### config.mk
export PLATFORM = sky130hd
export DESIGN_NAME = serial_subtractor
export DESIGN_NICKNAME = d
export VERILOG_FILES = /design/src/rtl/serial_subtractor_pkg.sv /design/src/rtl/full_subtractor.sv /design/src/rtl/serial_subtractor.sv
export SDC_FILE = /design/constraint.sdc
export NUM_CORES = 1
export LEC_CHECK = 0
export BUFFER_PORTS_ARGS = -buffer_cell sky130_fd_sc_hd__clkbuf_2
export CORE_MARGIN = 5
export CORE_UTILIZATION = 50
export DETAILED_ROUTE_END_ITERATION = 8
export PLACE_DENSITY = 0.7
export SYNTH_ARGS = -nofsm -noshare
export SYNTH_HDL_FRONTEND = slang
export SYNTH_HIERARCHICAL = 1
export SYNTH_SLANG_ARGS = --single-unit
### constraint.sdc
create_clock -name clk -period 2 [get_ports clk]
set_clock_uncertainty 0.2 [all_clocks]
set_input_delay 0 -clock clk [delete_from_list [all_inputs] [get_ports clk]]
set_output_delay 0 -clock clk [all_outputs]
set_load 0.02 [all_outputs]
### src/rtl/serial_subtractor_pkg.sv
// Shared types and helpers for the bit-serial subtractor.
// Holds the FSM state encoding and the counter width function.
package serial_subtractor_pkg;

  localparam logic [1:0] ST_IDLE  = 2'd0;
  localparam logic [1:0] ST_SHIFT = 2'd1;
  localparam logic [1:0] ST_DONE  = 2'd2;

  typedef enum logic [1:0] {
    IDLE  = ST_IDLE,
    SHIFT = ST_SHIFT,
    DONE  = ST_DONE
  } state_e;

  function automatic int cnt_width(input int w);
    return $clog2(w + 1);
  endfunction

endpackage

### src/rtl/full_subtractor.sv
// One-bit full subtractor cell: d = ai - bi - bin.
// Purely combinational; bout is the borrow into the next bit.
module full_subtractor (
  input  logic ai,
  input  logic bi,
  input  logic bin,
  output logic d,
  output logic bout
);

  assign d    = ai ^ bi ^ bin;
  assign bout = (~ai & bi) | (~(ai ^ bi) & bin);

endmodule

### src/rtl/serial_subtractor.sv
// Bit-serial WIDTH-bit unsigned subtractor, LSB first, start/busy/done.
// Define SERIAL_SUBTRACTOR_OVF_EN to add the signed-overflow output ovf.
module serial_subtractor
  import serial_subtractor_pkg::*;
#(
  parameter int WIDTH = 8
) (
  input  logic             clk,
  input  logic             rst,
  input  logic             start,
  input  logic [WIDTH-1:0] a,
  input  logic [WIDTH-1:0] b,
  output logic [WIDTH-1:0] diff,
  output logic             borrow_out,
  output logic             busy,
  output logic             done
`ifdef SERIAL_SUBTRACTOR_OVF_EN
  ,
  output logic             ovf
`endif
);

  localparam int CW = cnt_width(WIDTH);

  state_e           state_q, state_d;
  logic [WIDTH-1:0] sreg_a_q, sreg_b_q;
  logic [WIDTH-1:0] res_q, diff_q;
  logic             brw_q, bout_q;
  logic [CW-1:0]    cnt_q;
  logic             d_bit, b_next;
  logic             last;

`ifdef SERIAL_SUBTRACTOR_OVF_EN
  logic a_msb_q, b_msb_q, ovf_q;
`endif

  full_subtractor u_fs (
    .ai   (sreg_a_q[0]),
    .bi   (sreg_b_q[0]),
    .bin  (brw_q),
    .d    (d_bit),
    .bout (b_next)
  );

  assign last = (cnt_q == CW'(WIDTH - 1));

  always_ff @(posedge clk) begin
    if (rst) state_q <= IDLE;
    else     state_q <= state_d;
  end

  always_comb begin
    state_d = state_q;
    unique case (state_q)
      IDLE:    if (start) state_d = SHIFT;
      SHIFT:   if (last)  state_d = DONE;
      DONE:    state_d = IDLE;
      default: state_d = IDLE;
    endcase
  end

  always_ff @(posedge clk) begin
    if (rst) begin
      sreg_a_q <= '0;
      sreg_b_q <= '0;
      res_q    <= '0;
      diff_q   <= '0;
      brw_q    <= 1'b0;
      bout_q   <= 1'b0;
      cnt_q    <= '0;
    end else if (state_q == IDLE && start) begin
      sreg_a_q <= a;
      sreg_b_q <= b;
      res_q    <= '0;
      brw_q    <= 1'b0;
      cnt_q    <= '0;
    end else if (state_q == SHIFT) begin
      sreg_a_q <= sreg_a_q >> 1;
      sreg_b_q <= sreg_b_q >> 1;
      res_q    <= {d_bit, res_q[WIDTH-1:1]};
      brw_q    <= b_next;
      cnt_q    <= cnt_q + CW'(1);
      // publish on the last bit so outputs move only into DONE
      if (last) begin
        diff_q <= {d_bit, res_q[WIDTH-1:1]};
        bout_q <= b_next;
      end
    end
  end

`ifdef SERIAL_SUBTRACTOR_OVF_EN
  always_ff @(posedge clk) begin
    if (rst) begin
      a_msb_q <= 1'b0;
      b_msb_q <= 1'b0;
      ovf_q   <= 1'b0;
    end else if (state_q == IDLE && start) begin
      a_msb_q <= a[WIDTH-1];
      b_msb_q <= b[WIDTH-1];
    end else if (state_q == SHIFT && last) begin
      ovf_q <= (a_msb_q ^ b_msb_q) & (d_bit ^ a_msb_q);
    end
  end

  assign ovf = ovf_q;
`endif

  assign diff       = diff_q;
  assign borrow_out = bout_q;
  assign busy       = (state_q != IDLE);
  assign done       = (state_q == DONE);

endmodule

=== After elaboration in Yosys (flattened, before gate mapping) ===
Cells that the tools add are included.

* $add $sub $neg: 1
* Equality and inequality tests: 5
* Mux-type cells: 7
* Bitwise operators: 8
* Reductions and logical operators: 7

{| class="wikitable"
|+ Operators with widths
! kind !! count
|-
| 8-bit 2-to-1 mux || 4
|-
| 4-bit by 1-bit adder with 4-bit output, second input constant || 1
|-
| 4-bit by 3-bit equality test with 1-bit output, second input constant || 1
|-
| 2-bit 2-to-1 mux || 2
|-
| 2-bit inequality test, second input constant || 2
|-
| 2-bit one-hot mux with 2 select lines || 1
|-
| 2-bit nonzero test || 2
|-
| 1-bit inverter || 3
|-
| 3-bit AND reduction || 1
|-
| 1-bit AND || 2
|-
| 2-bit by 1-bit equality test with 1-bit output, second input constant || 1
|-
| 2-bit equality test, second input constant || 1
|-
| 2-bit zero test || 1
|-
| 2-bit AND reduction || 1
|-
| 2-bit OR reduction || 1
|-
| 1-bit bitwise XOR || 2
|-
| 1-bit logical AND || 1
|-
| 1-bit bitwise OR || 1
|}

* Register bits after elaboration: 40
* Bits of input ports: 19
* Output and inout port bits: 11

=== Depth between registers and ports, before layout ===
Gate-level depths: netlist (run 1).

* Depth in word-level cells: 4
* Mapped depth: 6
* Mapped depth without buffers: 5

=== By module ===
Netlist (run 1), hierarchy kept.

{| class="wikitable"
|+ Modules (own cells, without submodules)
! module !! times used !! cells an instance !! area an instance (µm²) !! sequential area each (µm²)
|-
| serial_subtractor || 1 || 195 || 1667.8 || 780.7
|-
| full_subtractor || 1 || 4 || 31.3 || 0.0
|}

=== Worst setup path after synthesis (run 1) ===
Ideal clock, no wire load.

* Path type: reg2reg
* From: register state_q[0]
* To: register cnt_q[3]
* Arrival time: 1.161 ns
* Data required time: 1.678 ns
* Path slack: 0.518 ns
* Stages on the path, launching flop included: 6
* Buffers on the path: 2
* Period minus slack after synthesis: 1.482 ns
* Cell sequence: dfxtp_1 -> or3b_1 -> buf_2 -> nand2b_1 -> buf_4 -> a21oi_1

* Cells in the longest elaborated chain, start to end: 3
* Elaborated cells on any way between the ends: 4
* Those cells by class: eq/ne: 1; reduce/logical: 3

{| class="wikitable"
|+ RTL lines
! element !! RTL line !! RTL
|-
| start: declaration || serial_subtractor.sv:25 || <nowiki>state_e state_q, state_d;</nowiki>
|-
| start signal: assignment || serial_subtractor.sv:49 || <nowiki>else state_q <= state_d;</nowiki>
|-
| 2-bit zero test || serial_subtractor.sv:71 || <nowiki>end else if (state_q == IDLE && start) begin</nowiki>
|-
| 1-bit logical AND || serial_subtractor.sv:71 ||
|-
| 2-bit OR reduction (no line) || - ||
|-
| end signal: assignment || serial_subtractor.sv:82 || <nowiki>cnt_q <= cnt_q + CW'(1);</nowiki>
|-
| end: declaration || serial_subtractor.sv:29 || <nowiki>logic [CW-1:0] cnt_q;</nowiki>
|}

Parallel ways exist; a longest one is shown, timed or not.
A chain may end at the register's enable or synchronous reset.

=== Final worst setup path (run 1) ===
* From: register state_q[1]
* To: register sreg_a_q[0]

* Cells in the longest elaborated chain, start to end: 3
* Elaborated cells on any way between the ends: 5
* Those cells by class: eq/ne: 1; mux: 1; reduce/logical: 3

{| class="wikitable"
|+ RTL lines
! element !! RTL line !! RTL
|-
| 2-bit zero test || serial_subtractor.sv:71 ||
|-
| 1-bit logical AND || serial_subtractor.sv:71 ||
|-
| 8-bit 2-to-1 mux or 2-bit nonzero test (tied branches) || - ||
|-
| end signal: assignment || serial_subtractor.sv:78 || <nowiki>sreg_a_q <= sreg_a_q >> 1;</nowiki>
|-
| end: declaration || serial_subtractor.sv:26 || <nowiki>logic [WIDTH-1:0] sreg_a_q, sreg_b_q;</nowiki>
|}

Parallel ways exist; a longest one is shown, timed or not.

==> results of run 1 <==
through the flow:
stage	cells	power, uW	util
global placement	267	1030	0.566
CTS	294	1450	0.639
detailed placement	267	1030	0.566
global route	294	1520	0.639
finish	294	1440	0.639
floorplan	199	976	-
state kept, by name, indices dropped and copies added, names as in the netlist:
| signal | flops |
|---|---|
| borrow_out | 1 |
| diff | 8 |
| sreg_b_q | 8 |
| cnt_q | 4 |
| brw_q | 1 |
| res_q | 7 |
| state_q | 2 |
| sreg_a_q | 8 |
report_power, final:
part | leakage, uW | switching, uW | internal, uW
Sequential | 0.000318 | 24.6 | 810
Combinational | 0.000465 | 109 | 105
Clock | 0.0000293 | 259 | 137
Total | 0.000812 | 392 | 1050
worst paths after layout:
kind,endpoint,start,cells after the start
setup / recovery,sreg_a_q[0]$_SDFFE_PP0P_,state_q[1]$_SDFFE_PP0P_,4
hold / removal,sreg_a_q[7]$_SDFFE_PP0P_,start,5
setup reg to reg,sreg_a_q[0]$_SDFFE_PP0P_,state_q[1]$_SDFFE_PP0P_,4
hold reg to reg,brw_q$_SDFFE_PP0P_,brw_q$_SDFFE_PP0P_,2
metal layers:
layer  GRT usage  wire length, um  vias up
li1            -                -      761
met1       0.213             1670      692
met2       0.297             1790       26
met3      0.0591              145        9
met4      0.0596               68        0
met5           0                0        -
logic make-up after synthesis:
logic type | synth area share
flops | 0.459
compound gates | 0.156
buf+inv | 0.0582
simple gates | 0.244
mux | 0.0530
fa+ha+maj | 0.0191
xor+xnor | 0.0103
worst max-delay path: cells and delay by family (launching register included):
kind,cells,cell delay [ps]
buf+inv,1,580
flops,1,540
simple gates,1,90
compound gates,2,330
layout make-up:
class                      instances  area, sq um  area share
clock buffer                       7         45.0      0.0213
tap                               46         57.6      0.0272
multi-input combinational        141          822       0.388
timing repair buffer              55          388       0.183
sequential                        39          781       0.369
clock inverter                     1         5.00     0.00236
inverter                           5         18.8     0.00887
what timing repair did:
item                                    4_1_cts  5_1_grt
gates resized for setup                       0        1
hold buffers                                 19        0
endpoints found under the setup margin        0        1
hold endpoints to repair                     22        0
synthesized netlist by cell type (all sizes together):
cell type	n	share of area
a21oi	28	0.082
nand3b	2	0.0088
nor3	1	0.0029
ha	1	0.0074
a211oi	11	0.049
mux2i	9	0.053
or3b	1	0.0052
nand2b	20	0.074
fa	1	0.012
and2b	1	0.0044
nand3	3	0.0088
a311oi	1	0.0088
buf	11	0.040
or2	1	0.0037
xor2	1	0.0052
xnor2	1	0.0052
o21ai	1	0.0029
nor2b	1	0.0037
or3	1	0.0037
clkbuf	3	0.0066
inv	5	0.011
nor3b	1	0.0074
dfxtp	39	0.46
o221a	2	0.013
nor2	20	0.049
nand2	33	0.073
==> results.toml, run 1 <==
[grt]
grt_overflow = 0
grt_max_degree = 24
grt_pass1_wl_mm = 6.21
grt_pass1_vias = 1429
antenna_found_initial = 0
track_usage = 0.178

[die]
coreArea_sq_um = 3310
pin_count = 30
die_h_um = 68.3
num_rows = 21
die_width_um = 68.3
die-area_sq_um = 4660
initial_core_util = 0.513

[worst_setup_path]
critPathMaxFanout = 11
end_kind = "register"
r2r_setup_slack_ps = 220
slowest_stage = "dlygate4sd3_1"
cp_data_required_time_ps = 2110
max_stage_delay_ps = 580
crit_type = "reg2reg"
path_cells = "nor2_1 -> a21oi_1 -> dlygate4sd3_1 -> o221a_2"
crit_path_start_kind = "register"
worstPathArrival_ps = 1890

[layout]
drive_gt1_frac = 0.198
areaGrowthSynthToFinish_pct = 24.6
layout.nets = 268
fill_cells = 311
most-common-layout-cells = "dfxtp_1, nand2_1, clkbuf_2"
antennaDiodeCount = 0
final_common_cell = "dfxtp_1"
fin_area_sq_um = 2120

[logic_synthesis]
ys_warn_count = 6
syn_inst = 199
synthesis.area_sq_um = 1700
avgSynthCellArea_sq_um = 8.54
yosysSeqAreaShare = 0.459
ys_seq_elements = 39
synth_fp_nets = 220
ys_types = 30

[place]
place_ws_ps = 187
gp_congestion = 0.790
placed_area_sq_um = 1870
portBuffers = 29
place_hpwl_mm = 2.31

[power]
leakagePower_uw = 0.000812
p_per_area_nw_per_um2 = 682
ir_worst_vdd_uv = 442

[sta]
clock.fmax_ghz = 0.563
fin_ws_ps = 223
fin_setup_tns_ps = 0
hold_violations = 0
worstMarginPinSlew_ps = 439
rsz0062_at_grt = "no"
slew_violations = 0
min_period_ps = 1780
finalSetupViolations = 0
slew_headroom = 0.707
period_share = 0.888
whs_ps = 76.8

[drt]
route.detailed.drc = 0
wl_per_cell_um = 12.5
ant_nets = 0
dr_total_vias = 1488
first_iter_violations = 112
viasPerCell = 5.06
drtPass1Iterations = 4
wirelength_mm = 3.68

[job]
cap_violations = 0

[worst_hold_path]
hold_class = "in2reg"

[run_status]
run_status = "finished, final reports clean"

[clock_tree]
path_clk_slew_ps = 120
clock_path_buffers = 2
clk_root_buffer_cell = "clkbuf_4"
cts_tree = "yes"
cts.sinks = 39
clock_latency_ps = 360
cts_setup_buffers = 0
cts_made_buffers = 5
htree_num_levels = 2
Note: power is estimated with default switching activity, not from simulation.
==> run 2, diff against run 1 <==
clock period = 2.18 ns   (was 2 ns; I/O delays follow)
==> results.toml, run 2 (synthesis gave the netlist of run 1 again) <==
[layout]
final_common_cell = "dfxtp_1"
layout.nets = 272
final_core_util = 0.656
areaGrowthSynthToFinish_pct = 27.8
most-common-layout-cells = "dfxtp_1, nand2_1, clkbuf_2"
drive_gt1_frac = 0.194
fill_cells = 305
antennaDiodeCount = 0

[grt]
grt_max_degree = 27
grt_pass1_wl_mm = 6.00
grt_overflow = 0
antenna_found_initial = 0
track_usage = 0.173
grt_pass1_vias = 1392

[drt]
ant_nets = 0
viasPerCell = 4.95
first_iter_violations = 90
route.detailed.drc = 0
wl_per_cell_um = 11.9
dr_total_vias = 1476
drtPass1Iterations = 4
wirelength_mm = 3.54

[die]
num_rows = 21
pin_count = 30
initial_core_util = 0.513
die_h_um = 68.3
die-area_sq_um = 4660
coreArea_sq_um = 3310
die_width_um = 68.3

[sta]
period_share = 0.947
hold_violations = 0
clock.fmax_ghz = 0.484
min_period_ps = 2060
worstMarginPinSlew_ps = 439
fin_setup_tns_ps = 0
finalSetupViolations = 0
slew_violations = 0
rsz0062_at_grt = "no"
slew_headroom = 0.707

[worst_setup_path]
max_stage_delay_ps = 560
critPathTopFamily = "buffers and inverters"
cp_data_required_time_ps = 2220
worstPathArrival_ps = 2110
slowest_stage = "dlygate4sd3_1"
path_cells = "or3b_1 -> buf_4 -> nor2_1 -> a211oi_1 -> dlygate4sd3_1"
end_kind = "register"
critPathMaxFanout = 15
crit_buf_inv = 2
crit_path_start_kind = "register"
crit_type = "reg2reg"

[worst_hold_path]
hold_class = "in2reg"

[place]
place_hpwl_mm = 2.30
gp_congestion = 0.769
portBuffers = 29

[job]
cap_violations = 0

[clock_tree]
path_clk_slew_ps = 110
cts_made_buffers = 5
htree_num_levels = 2
cts_tree = "yes"
clock_latency_ps = 340
cts.sinks = 39
clock_path_buffers = 2
clk_root_buffer_cell = "clkbuf_4"

[power]
ir_worst_vdd_uv = 362
leakagePower_uw = 0.000843
p_per_area_nw_per_um2 = 607

[run_status]
run_status = "finished, final reports clean"
-- run 2: cell types whose count changed in the layout (fill, tap and decap cells not counted) --
cell,previous run,this run
dlygate4sd3_1,19,24
dfxtp_1,39,38
nand2b_1,19,20
buf_12,0,1
and2b_1,1,0
and2b_2,0,1
dfxtp_2,0,1
buf_4,7,5
nand2b_2,1,0
-- run 2: worst paths after layout --
check	slack, ps	cells after the start	end	startpoint
worst max-delay path	120	5	sreg_a_q[2]$_SDFFE_PP0P_	state_q[0]$_SDFFE_PP0P_
worst min-delay path	70	5	sreg_b_q[7]$_SDFFE_PP0P_	start
worst max register to register	120	5	sreg_a_q[2]$_SDFFE_PP0P_	state_q[0]$_SDFFE_PP0P_
worst min register to register	260	2	sreg_b_q[5]$_SDFFE_PP0P_	sreg_b_q[6]$_SDFFE_PP0P_
-- run 2: area by class of cell --
| cell class | count | area, sq um | area share |
|---|---|---|---|
| Clock buffer | 7 | 45.0 | 0.0207 |
| Sequential cell | 39 | 782 | 0.360 |
| Multi-Input combinational cell | 141 | 821 | 0.378 |
| Tap cell | 46 | 57.6 | 0.0265 |
| Timing Repair Buffer | 59 | 443 | 0.204 |
| Clock inverter | 1 | 5.00 | 0.00230 |
| Inverter | 5 | 18.8 | 0.00864 |
-- run 2: per-layer routing --
layer / track usage / share of wire
met1: 0.201 / 0.46
met4: 0.0596 / 0.018
met3: 0.0542 / 0.038
met5: 0 / 0
met2: 0.298 / 0.49
-- run 2: through the flow --
stage	power [uW]	worst slack [ps]	cell area [sq um]	cells	hold slack (ps)
after floorplan	896	698	1700	199	-64.0
after global placement	946	507	1880	266	28.5
after detailed placement	948	480	1880	266	31.4
after CTS	1330	46.3	2170	298	60.1
after global routing	1400	15.2	2170	298	115
final	1320	115	2170	298	71.1
-- run 2: timing repair --
action | 4_1_cts | 5_1_grt
setup endpoints to repair | 0 | 4
hold buffers | 24 | 0
resized for setup | 0 | 2
setup buffers | 0 | 0
hold endpoints to repair | 22 | 0
-- run 2: worst reg2reg max path: stages, from the launching register on --
cell and delay (ps):
dfxtp_1 390, or3b_1 430, buf_4 210, nor2_1 120
a211oi_1 60, dlygate4sd3_1 560
-- run 2: where the power goes --
part	leakage (uW)	internal [uW]	switching [uW]
clock network	0.0000293	126	221
registers	0.000319	743	20.8
logic	0.000495	107	101
total	0.000843	976	343
==> run 3, diff against run 2 <==
BUFFER_PORTS_ARGS = unset   (was -buffer_cell sky130_fd_sc_hd__clkbuf_2)
CORE_ASPECT_RATIO = 0.5   (was unset)
DONT_BUFFER_PORTS = 1   (was unset)
PLACE_DENSITY = 0.62   (was 0.7)
==> results.toml, run 3 (synthesis gave the netlist of run 1 again) <==
[place]
place_hpwl_mm = 2.20
gp_congestion = 0.764
portBuffers = 0
dp_cells = 231
place_ws_ps = 465

[power]
leakagePower_uw = 0.000712
pwr-share-seq = 0.491
p_comb_frac = 0.113
pwr-share-clk = 0.396
switching_share = 0.233
p_per_area_nw_per_um2 = 770
ir_worst_vdd_uv = 418
p_total_uw = 1560
power.switching_uw = 363
power.internal_uw = 1200

[drt]
first_iter_violations = 71
dr_total_vias = 1385
viasPerCell = 5.39
route.detailed.drc = 0
wl_per_cell_um = 13.3
drtPass1Iterations = 4
ant_nets = 0
wirelength_mm = 3.42

[die]
coreArea_sq_um = 3140
initial_core_util = 0.542
num_rows = 14
die_h_um = 51.2
die_width_um = 92.4
pin_count = 30
die-area_sq_um = 4730

[grt]
antenna_found_initial = 0
track_usage = 0.156
grt_max_degree = 38
grt_pass1_wl_mm = 5.66
grt_overflow = 0
grt_pass1_vias = 1225

[sta]
rsz0062_at_grt = "no"
worstMarginPinSlew_ps = 1180
clock.fmax_ghz = 0.478
fin_ws_ps = 89.9
finalSetupViolations = 0
slew_violations = 0
period_share = 0.959
slew_headroom = 0.214
hold_violations = 0
fin_setup_tns_ps = 0
min_period_ps = 2090

[worst_hold_path]
hold_class = "in2reg"

[clock_tree]
cts_made_buffers = 5
clk_root_buffer_cell = "clkbuf_8"
clock_latency_ps = 290
path_clk_slew_ps = 70
cts.sinks = 39
clock_path_buffers = 2
cts_tree = "yes"
cts_setup_buffers = 0
htree_num_levels = 2

[layout]
layout.nets = 237
areaGrowthSynthToFinish_pct = 19.1
final_common_cell = "dfxtp_1"
most-common-layout-cells = "dfxtp_1, nand2_1, a21oi_1"
fill_cells = 274
fin_cells = 257
drive_gt1_frac = 0.106
antennaDiodeCount = 0

[worst_setup_path]
worstPathArrival_ps = 2070
critPathMaxFanout = 15
crit_type = "reg2reg"
cp_data_required_time_ps = 2160
end_kind = "register"
crit_path_start_kind = "register"

[run_status]
run_status = "finished, final reports clean"

[job]
cap_violations = 0
[run 3: cell types whose count changed in the layout (fill, tap and decap cells not counted), moves of 2 or more]
cell / delta
clkbuf_1: -2
dlygate4sd3_1: -6
clkbuf_8: +6
clkbuf_2: -29
clkbuf_4: -5
[run 3: cell type report]
type                    instances  area (sq um)  area share
clock buffers                   6          82.6      0.0408
clock inverters                 2          35.0      0.0173
inverters                       5          18.8     0.00928
multi-input cells             141           828       0.409
flip-flops and latches         39           783       0.387
well taps                      40          50.0      0.0247
repair buffers                 24           225       0.111
[run 3: repair_timing]
item	CTS	global route
setup endpoints to repair	0	1
hold endpoints to repair	39	0
resized for setup	0	4
hold buffers	18	0
[run 3: per-stage QoR]
stage	utilization	area, sq um	hold WS (ps)
3_3_place_gp	0.547	1710	-122
6_report	0.645	2020	51.5
3_5_place_dp	0.547	1710	-122
5_1_grt	0.645	2020	58.7
2_1_floorplan	-	1700	-64.0
4_1_cts	0.642	2010	38.0
[run 3: worst paths after layout]
check / from / to / slack, ps / cells after the start
worst max-delay path: state_q[0]$_SDFFE_PP0P_ / sreg_a_q[7]$_SDFFE_PP0P_ / 90 / 5
worst min-delay path: start / sreg_a_q[6]$_SDFFE_PP0P_ / 50 / 3
worst max register to register: state_q[0]$_SDFFE_PP0P_ / sreg_a_q[7]$_SDFFE_PP0P_ / 90 / 5
worst min register to register: sreg_a_q[3]$_SDFFE_PP0P_ / sreg_a_q[2]$_SDFFE_PP0P_ / 260 / 2
[run 3: layer usage]
metal	wire length [um]	global-route usage
met1	1690	0.201
met2	1440	0.221
met3	212	0.0587
met4	81	0.0961
met5	0	0
[run 3: critical path, stage by stage (launching register included)]
cell           delay [ps]
dfxtp_2               370
or3b_1                400
buf_4                 210
nand3_1               100
a21oi_1                80
dlygate4sd3_1         620
[run 3: power groups by stage]
stage | registers [uW] | logic [uW] | clock network [uW]
finish | 765 | 176 | 618
global route | 770 | 197 | 673
CTS | 763 | 172 | 639
detailed placement | 780 | 136 | 0
global placement | 779 | 135 | 0
floorplan | 775 | 121 | 0
